[src/rtl/frame_deframer.sv]
// frame_deframer: receive-side byte-stream deframer.
// Hunts for FRAME_START, removes ESC_VAL/ESC_XOR byte stuffing, checks the
// de-stuffed byte count at FRAME_END and holds the finished frame until the
// consumer accepts it. Errors are reported as one-cycle registered pulses.
// Optional feature macro: DEFRAMER_STATS_EN (frame/error statistics counters).
module frame_deframer #(
  parameter int DATA_SIZE     = 64,
  parameter int PREAMBLE_SIZE = 7,
  parameter int CRC_SIZE      = 4,
  parameter int FRAME_BYTES   = PREAMBLE_SIZE + DATA_SIZE + CRC_SIZE,
  parameter int FRAME_BITS    = FRAME_BYTES * 8
) (
  input  logic                  i_clk,
  input  logic                  i_rst_n,
  input  logic [7:0]            i_rx_byte,
  input  logic                  i_rx_valid,
  output logic [0:FRAME_BITS-1] o_frame_out,
  output logic                  o_frame_valid,
  input  logic                  i_frame_ready,
  output logic                  o_err_valid,
  output logic [7:0]            o_err_code,
  output logic [15:0]           o_frame_cnt,
  output logic [15:0]           o_err_cnt
);

  localparam logic [7:0] FRAME_START = 8'h06;
  localparam logic [7:0] FRAME_END   = 8'h07;
  localparam logic [7:0] ESC_VAL     = 8'h14;
  localparam logic [7:0] ESC_XOR     = 8'h20;

  localparam logic [7:0] ERR_LENGTH  = 8'h01;
  localparam logic [7:0] ERR_OVERFL  = 8'h02;
  localparam logic [7:0] ERR_BADESC  = 8'h03;
  localparam logic [7:0] ERR_DROP    = 8'h04;
  localparam logic [7:0] ERR_RESYNC  = 8'h05;

  localparam logic [6:0] FULL_IDX = 7'(FRAME_BYTES);

  typedef enum logic [1:0] {
    ST_HUNT = 2'd0,
    ST_RECV = 2'd1,
    ST_ESC  = 2'd2,
    ST_HOLD = 2'd3
  } state_t;

  state_t                r_state;
  logic [6:0]            r_idx;
  logic [0:FRAME_BITS-1] r_frame;
  logic                  r_frame_valid;
  logic                  r_err_valid;
  logic [7:0]            r_err_code;

  state_t     w_state_nxt;
  logic [6:0] w_idx_nxt;
  logic       w_wr_en;
  logic [7:0] w_wr_data;
  logic       w_err;
  logic [7:0] w_err_code;
  logic       w_accept;
  logic       w_full;

  assign w_full = (r_idx == FULL_IDX);

  // Next-state, byte-store and error decode for every received byte.
  always_comb begin
    w_state_nxt = r_state;
    w_idx_nxt   = r_idx;
    w_wr_en     = 1'b0;
    w_wr_data   = i_rx_byte;
    w_err       = 1'b0;
    w_err_code  = 8'h00;
    w_accept    = 1'b0;
    case (r_state)
      ST_HUNT: begin
        if (i_rx_valid && (i_rx_byte == FRAME_START)) begin
          w_state_nxt = ST_RECV;
          w_idx_nxt   = 7'd0;
        end else begin
          w_state_nxt = ST_HUNT;
        end
      end
      ST_RECV, ST_ESC: begin
        if (!i_rx_valid) begin
          w_state_nxt = r_state;
        end else if (i_rx_byte == FRAME_START) begin
          w_err       = 1'b1;
          w_err_code  = ERR_RESYNC;
          w_idx_nxt   = 7'd0;
          w_state_nxt = ST_RECV;
        end else if (i_rx_byte == FRAME_END) begin
          if (r_state == ST_ESC) begin
            w_err       = 1'b1;
            w_err_code  = ERR_BADESC;
            w_state_nxt = ST_HUNT;
          end else if (w_full) begin
            w_state_nxt = ST_HOLD;
          end else begin
            w_err       = 1'b1;
            w_err_code  = ERR_LENGTH;
            w_state_nxt = ST_HUNT;
          end
        end else if ((r_state == ST_RECV) && (i_rx_byte == ESC_VAL)) begin
          w_state_nxt = ST_ESC;
        end else if (w_full) begin
          w_err       = 1'b1;
          w_err_code  = ERR_OVERFL;
          w_state_nxt = ST_HUNT;
        end else begin
          w_wr_en     = 1'b1;
          w_wr_data   = (r_state == ST_ESC) ? (i_rx_byte ^ ESC_XOR) : i_rx_byte;
          w_idx_nxt   = r_idx + 7'd1;
          w_state_nxt = ST_RECV;
        end
      end
      ST_HOLD: begin
        if (i_frame_ready) begin
          // Acceptance cycle: a coincident byte is judged as if already hunting.
          w_accept = 1'b1;
          if (i_rx_valid && (i_rx_byte == FRAME_START)) begin
            w_state_nxt = ST_RECV;
            w_idx_nxt   = 7'd0;
          end else begin
            w_state_nxt = ST_HUNT;
          end
        end else if (i_rx_valid) begin
          w_err      = 1'b1;
          w_err_code = ERR_DROP;
        end else begin
          w_state_nxt = ST_HOLD;
        end
      end
      default: begin
        w_state_nxt = ST_HUNT;
        w_idx_nxt   = 7'd0;
      end
    endcase
  end

  // State, byte index and frame buffer registers.
  always_ff @(posedge i_clk or negedge i_rst_n) begin
    if (!i_rst_n) begin
      r_state       <= ST_HUNT;
      r_idx         <= 7'd0;
      r_frame       <= '0;
      r_frame_valid <= 1'b0;
    end else begin
      r_state       <= w_state_nxt;
      r_idx         <= w_idx_nxt;
      r_frame_valid <= (w_state_nxt == ST_HOLD);
      if (w_wr_en) begin
        r_frame[{r_idx, 3'b000} +: 8] <= w_wr_data;
      end
    end
  end

  // Registered error pulse; the code is sticky between pulses.
  always_ff @(posedge i_clk or negedge i_rst_n) begin
    if (!i_rst_n) begin
      r_err_valid <= 1'b0;
      r_err_code  <= 8'h00;
    end else begin
      r_err_valid <= w_err;
      if (w_err) begin
        r_err_code <= w_err_code;
      end
    end
  end

`ifdef DEFRAMER_STATS_EN
  logic [15:0] r_frame_cnt;
  logic [15:0] r_err_cnt;

  // Saturating delivered-frame and error counters.
  always_ff @(posedge i_clk or negedge i_rst_n) begin
    if (!i_rst_n) begin
      r_frame_cnt <= 16'h0000;
      r_err_cnt   <= 16'h0000;
    end else begin
      if (w_accept && (r_frame_cnt != 16'hFFFF)) begin
        r_frame_cnt <= r_frame_cnt + 16'h0001;
      end
      if (r_err_valid && (r_err_cnt != 16'hFFFF)) begin
        r_err_cnt <= r_err_cnt + 16'h0001;
      end
    end
  end

  assign o_frame_cnt = r_frame_cnt;
  assign o_err_cnt   = r_err_cnt;
`else
  assign o_frame_cnt = 16'h0000;
  assign o_err_cnt   = 16'h0000;
`endif

  assign o_frame_out   = r_frame;
  assign o_frame_valid = r_frame_valid;
  assign o_err_valid   = r_err_valid;
  assign o_err_code    = r_err_code;

endmodule
[config.mk]
export PLATFORM = sky130hd
export DESIGN_NAME = frame_deframer
export DESIGN_NICKNAME = d
export VERILOG_FILES = /design/src/rtl/frame_deframer.sv
export SDC_FILE = /design/constraint.sdc
export NUM_CORES = 1
export LEC_CHECK = 0
export CAP_MARGIN = 20
export CORE_MARGIN = 5
export CORE_UTILIZATION = 30
export CTS_CLUSTER_SIZE = 25
export DETAILED_ROUTE_END_ITERATION = 12
export GPL_TIMING_DRIVEN = 1
export PLACE_DENSITY = 0.61
export SLEW_MARGIN = 20
export SYNTH_ARGS = -nofsm -noshare
export SYNTH_HDL_FRONTEND = slang
export SYNTH_SLANG_ARGS = --single-unit
[constraint.sdc]
create_clock -name i_clk -period 3.3 [get_ports i_clk]
set_input_delay 0.66 -clock i_clk [delete_from_list [all_inputs] [get_ports i_clk]]
set_output_delay 0.66 -clock i_clk [all_outputs]
set_load 0.005 [all_outputs]
==> results.py <==
metrics = {
    "status": {
        "outcome": "finished clean",
    },
    "grt": {
        "grt_pass1_vias": 19700,
        "grt_max_degree": 79,
        "grt_overflow": 0,
        "antenna_found_initial": 6,
        "grt_pass1_wl_um": 140000,
        "grt.busiest_layer": "met2",
        "use_met1_pct": 25.4,
        "grt_usage_pct": 20.9,
        "use_met2_pct": 36.5,
        "use_met3_pct": 5.53,
    },
    "worst_setup_path": {
        "crit_family": "simple AND/OR/NAND/NOR gates",
        "cp_data_arrival_time_ps": 3550,
        "start_kind": "flip-flop",
        "cp-end-kind": "flip-flop",
        "critical_path_class": "reg2reg",
        "required_ps": 3770,
        "cpPeakStageDelay_ps": 930,
        "crit_chain": "inv_1 -> ha_1 -> nand2_1 -> nor2_2 -> nand3_1 -> nor2_1 -> mux2_2",
        "path_max_fanout": 8,
        "cp.buffers_inverters": 1,
        "crit_slowest_cell": "nor2_1",
    },
    "routing": {
        "via_count": 18300,
        "drc": 0,
        "firstDrtPassIters": 5,
        "wl_um": 96400,
        "drtAntennaViolNets": 0,
        "wl_per_cell_um": 25.9,
        "drtIter0Drc": 964,
        "viasPerCell": 4.90,
    },
    "die": {
        "dieArea_mm2": 0.0897,
        "num_rows": 106,
        "fp.dieH_um": 299,
        "io_pins": 654,
        "core_area_mm2": 0.0834,
        "die_w_um": 299,
        "start_util_pct": 30.1,
    },
    "cts": {
        "cts_sinks": 614,
        "numCtsBuffers": 71,
        "post_cts_buffers": 0,
        "cts_buffer_depth": 3,
        "cts-htree-levels": 3,
        "cts-hold-fix-buffers": 0,
        "clk_pin_slew_worst_paths_ps": 60,
        "clockRootBuffer": "clkbuf_16",
        "clk-insertion-delay-late_ps": 600,
        "cts_resized": 0,
        "cts_tree": "built",
    },
    "sta": {
        "fin_ws_ps": 213,
        "clock-skew-final_ps": 19.3,
        "relSlewSlack_pct": 21.0,
        "hold_violations": 0,
        "tightest_slew_ps": 1180,
        "rsz0062_at_grt": "no",
        "min_period_ps": 3090,
        "tns_ps": 0,
        "finalSetupViolCount": 0,
        "drv_slew": 0,
        "max_freq_mhz": 324,
        "period_share_pct": 93.5,
    },
    "synth": {
        "synth_cells": 1856,
        "yosys_warnings": 0,
        "synth.largest_area_cell": "dfrtp_1",
        "ys_ff_latch": 614,
        "synth.distinct_cells": 61,
        "syn_area_mm2": 0.0251,
        "ys_seq_area_share_pct": 61.1,
        "synth_top_area_share_pct": 61.1,
        "synth_ff_type": "dfrtp_1",
        "synth_edf_count": 0,
        "avgSynthCellArea_um2": 13.5,
        "synthTopCellsByArea": "dfrtp_1, mux2_2, nor2_1",
        "synth-async-reset-ratio_pct": 100,
    },
    "final_layout": {
        "drive_gt1_share_pct": 30.6,
        "area_delta_synth_final_pct": 42.8,
        "nNetsFinal": 2614,
    },
    "placed_design": {
        "place.gp.congestion": 0.870,
        "port_buffers": 616,
        "preCtsSetupSlack_ps": -324,
        "place_hpwl_um": 73200,
    },
    "hold_path": {
        "hold_path.class": "in2async",
    },
    "power": {
        "power_mw": 17.2,
        "cellPowerDensity_mw_per_mm2": 479,
        "p_leak_nw": 16.7,
        "ir_worst_vdd_mv": 0.355,
    },
    "flow_run": {
        "cap_viol_max_count": 0,
    },
}
-- cells in the mapped netlist, types with 3 or more instances --
cell	instances
nand2b_1	6
o41ai_1	16
nor4_1	5
mux2i_1	3
o21ai_0	68
a21oi_1	6
buf_4	37
o31ai_1	8
ha_1	10
clkbuf_1	59
buf_1	4
and2_1	18
mux2_2	532
inv_1	24
nor3_4	4
nor3_1	20
or2_2	4
or3_1	4
and3_1	29
nor2b_1	5
and2_0	4
nor3_2	3
dfrtp_1	614
nand3_1	41
buf_2	15
a21boi_2	3
nor2_2	5
nor2_1	155
nand4_1	11
nand2_1	102
nor4_4	3
-- worst paths after layout --
check	slack (ps)	end	cells after the start	start
max in group asynchronous	2220	o_frame_out[543]	2	i_rst_n
setup reg to reg	210	o_frame_out[309]	7	r_state[0]
min in group i_clk	480	o_frame_out[111]	2	o_frame_out[111]
setup / recovery	210	o_frame_out[309]	7	r_state[0]
hold reg to reg	480	o_frame_out[111]	2	o_frame_out[111]
hold / removal	140	o_frame_out[577]	1	i_rst_n
-- cell families (layout without fill, tap and decap cells) --
logic type	after synthesis	in the layout	share of synthesized area [%]
AOI/OAI and AO/OA	121	121	3.11
adders and majority gates	10	10	0.498
buffers and inverters	142	893	2.78
DFF	614	614	61.1
muxes	536	536	24.0
other	1	42	0.0149
and+or+nand+nor	432	432	8.47
-- registers in the layout, summed over array words and instances (netlist names) --
name	count
o_frame_valid	1
o_frame_out	600
o_err_valid	1
r_idx	7
o_err_code	3
r_state	2
-- worst reg2reg max path: stages, from the launching register on --
cell and delay [ps]:
dfrtp_1 420, inv_1 100, ha_1 400, nand2_1 140, nor2_2 240, nand3_1 290
nor2_1 930, mux2_2 430
-- placed cells by master, fill, tap and decap left out, types with 19 or more instances in the layout --
master,instances
and3_1,29
mux2_2,532
nand3_1,40
clkdlybuf4s50_1,612
buf_4,94
inv_1,24
clkbuf_16,73
buf_12,33
conb_1,37
nand2_1,102
o21ai_0,68
nor2_1,155
dfrtp_1,612
nor3_1,19
-- report_power, final --
part / switching (mW) / total (mW) / internal (mW)
registers: 0.0493 / 7.64 / 7.59
logic: 1.38 / 1.84 / 0.466
clock network: 3.13 / 7.71 / 4.59
total: 4.56 / 17.2 / 12.6
-- layout make-up --
class	instances	area (um^2)
clock inverter	26	239
fill	7574	47500
multi-input combinational	1136	9250
timing repair buffer	743	7520
tap	1080	1350
sequential	614	15400
antenna	5	12.5
inverter	26	97.6
clock buffer	98	2050
-- metrics by stage --
step	instance area (um^2)	cells	hold slack, ps	util (%)
6_report	35900	3728	142	43.0
4_1_cts	35900	3723	127	43.0
3_5_place_dp	33600	3599	470	40.2
3_3_place_gp	33600	3599	466	40.2
2_1_floorplan	25300	1892	364	-
5_1_grt	35900	3725	158	43.0
-- metal layers --
metal / wire (um) / part of all wire (%)
met4: 3080 / 3.2
met1: 38100 / 39
met2: 48600 / 50
met3: 6690 / 6.9
met5: 0 / 0
No activity file was read; power rests on OpenSTA's default activity.
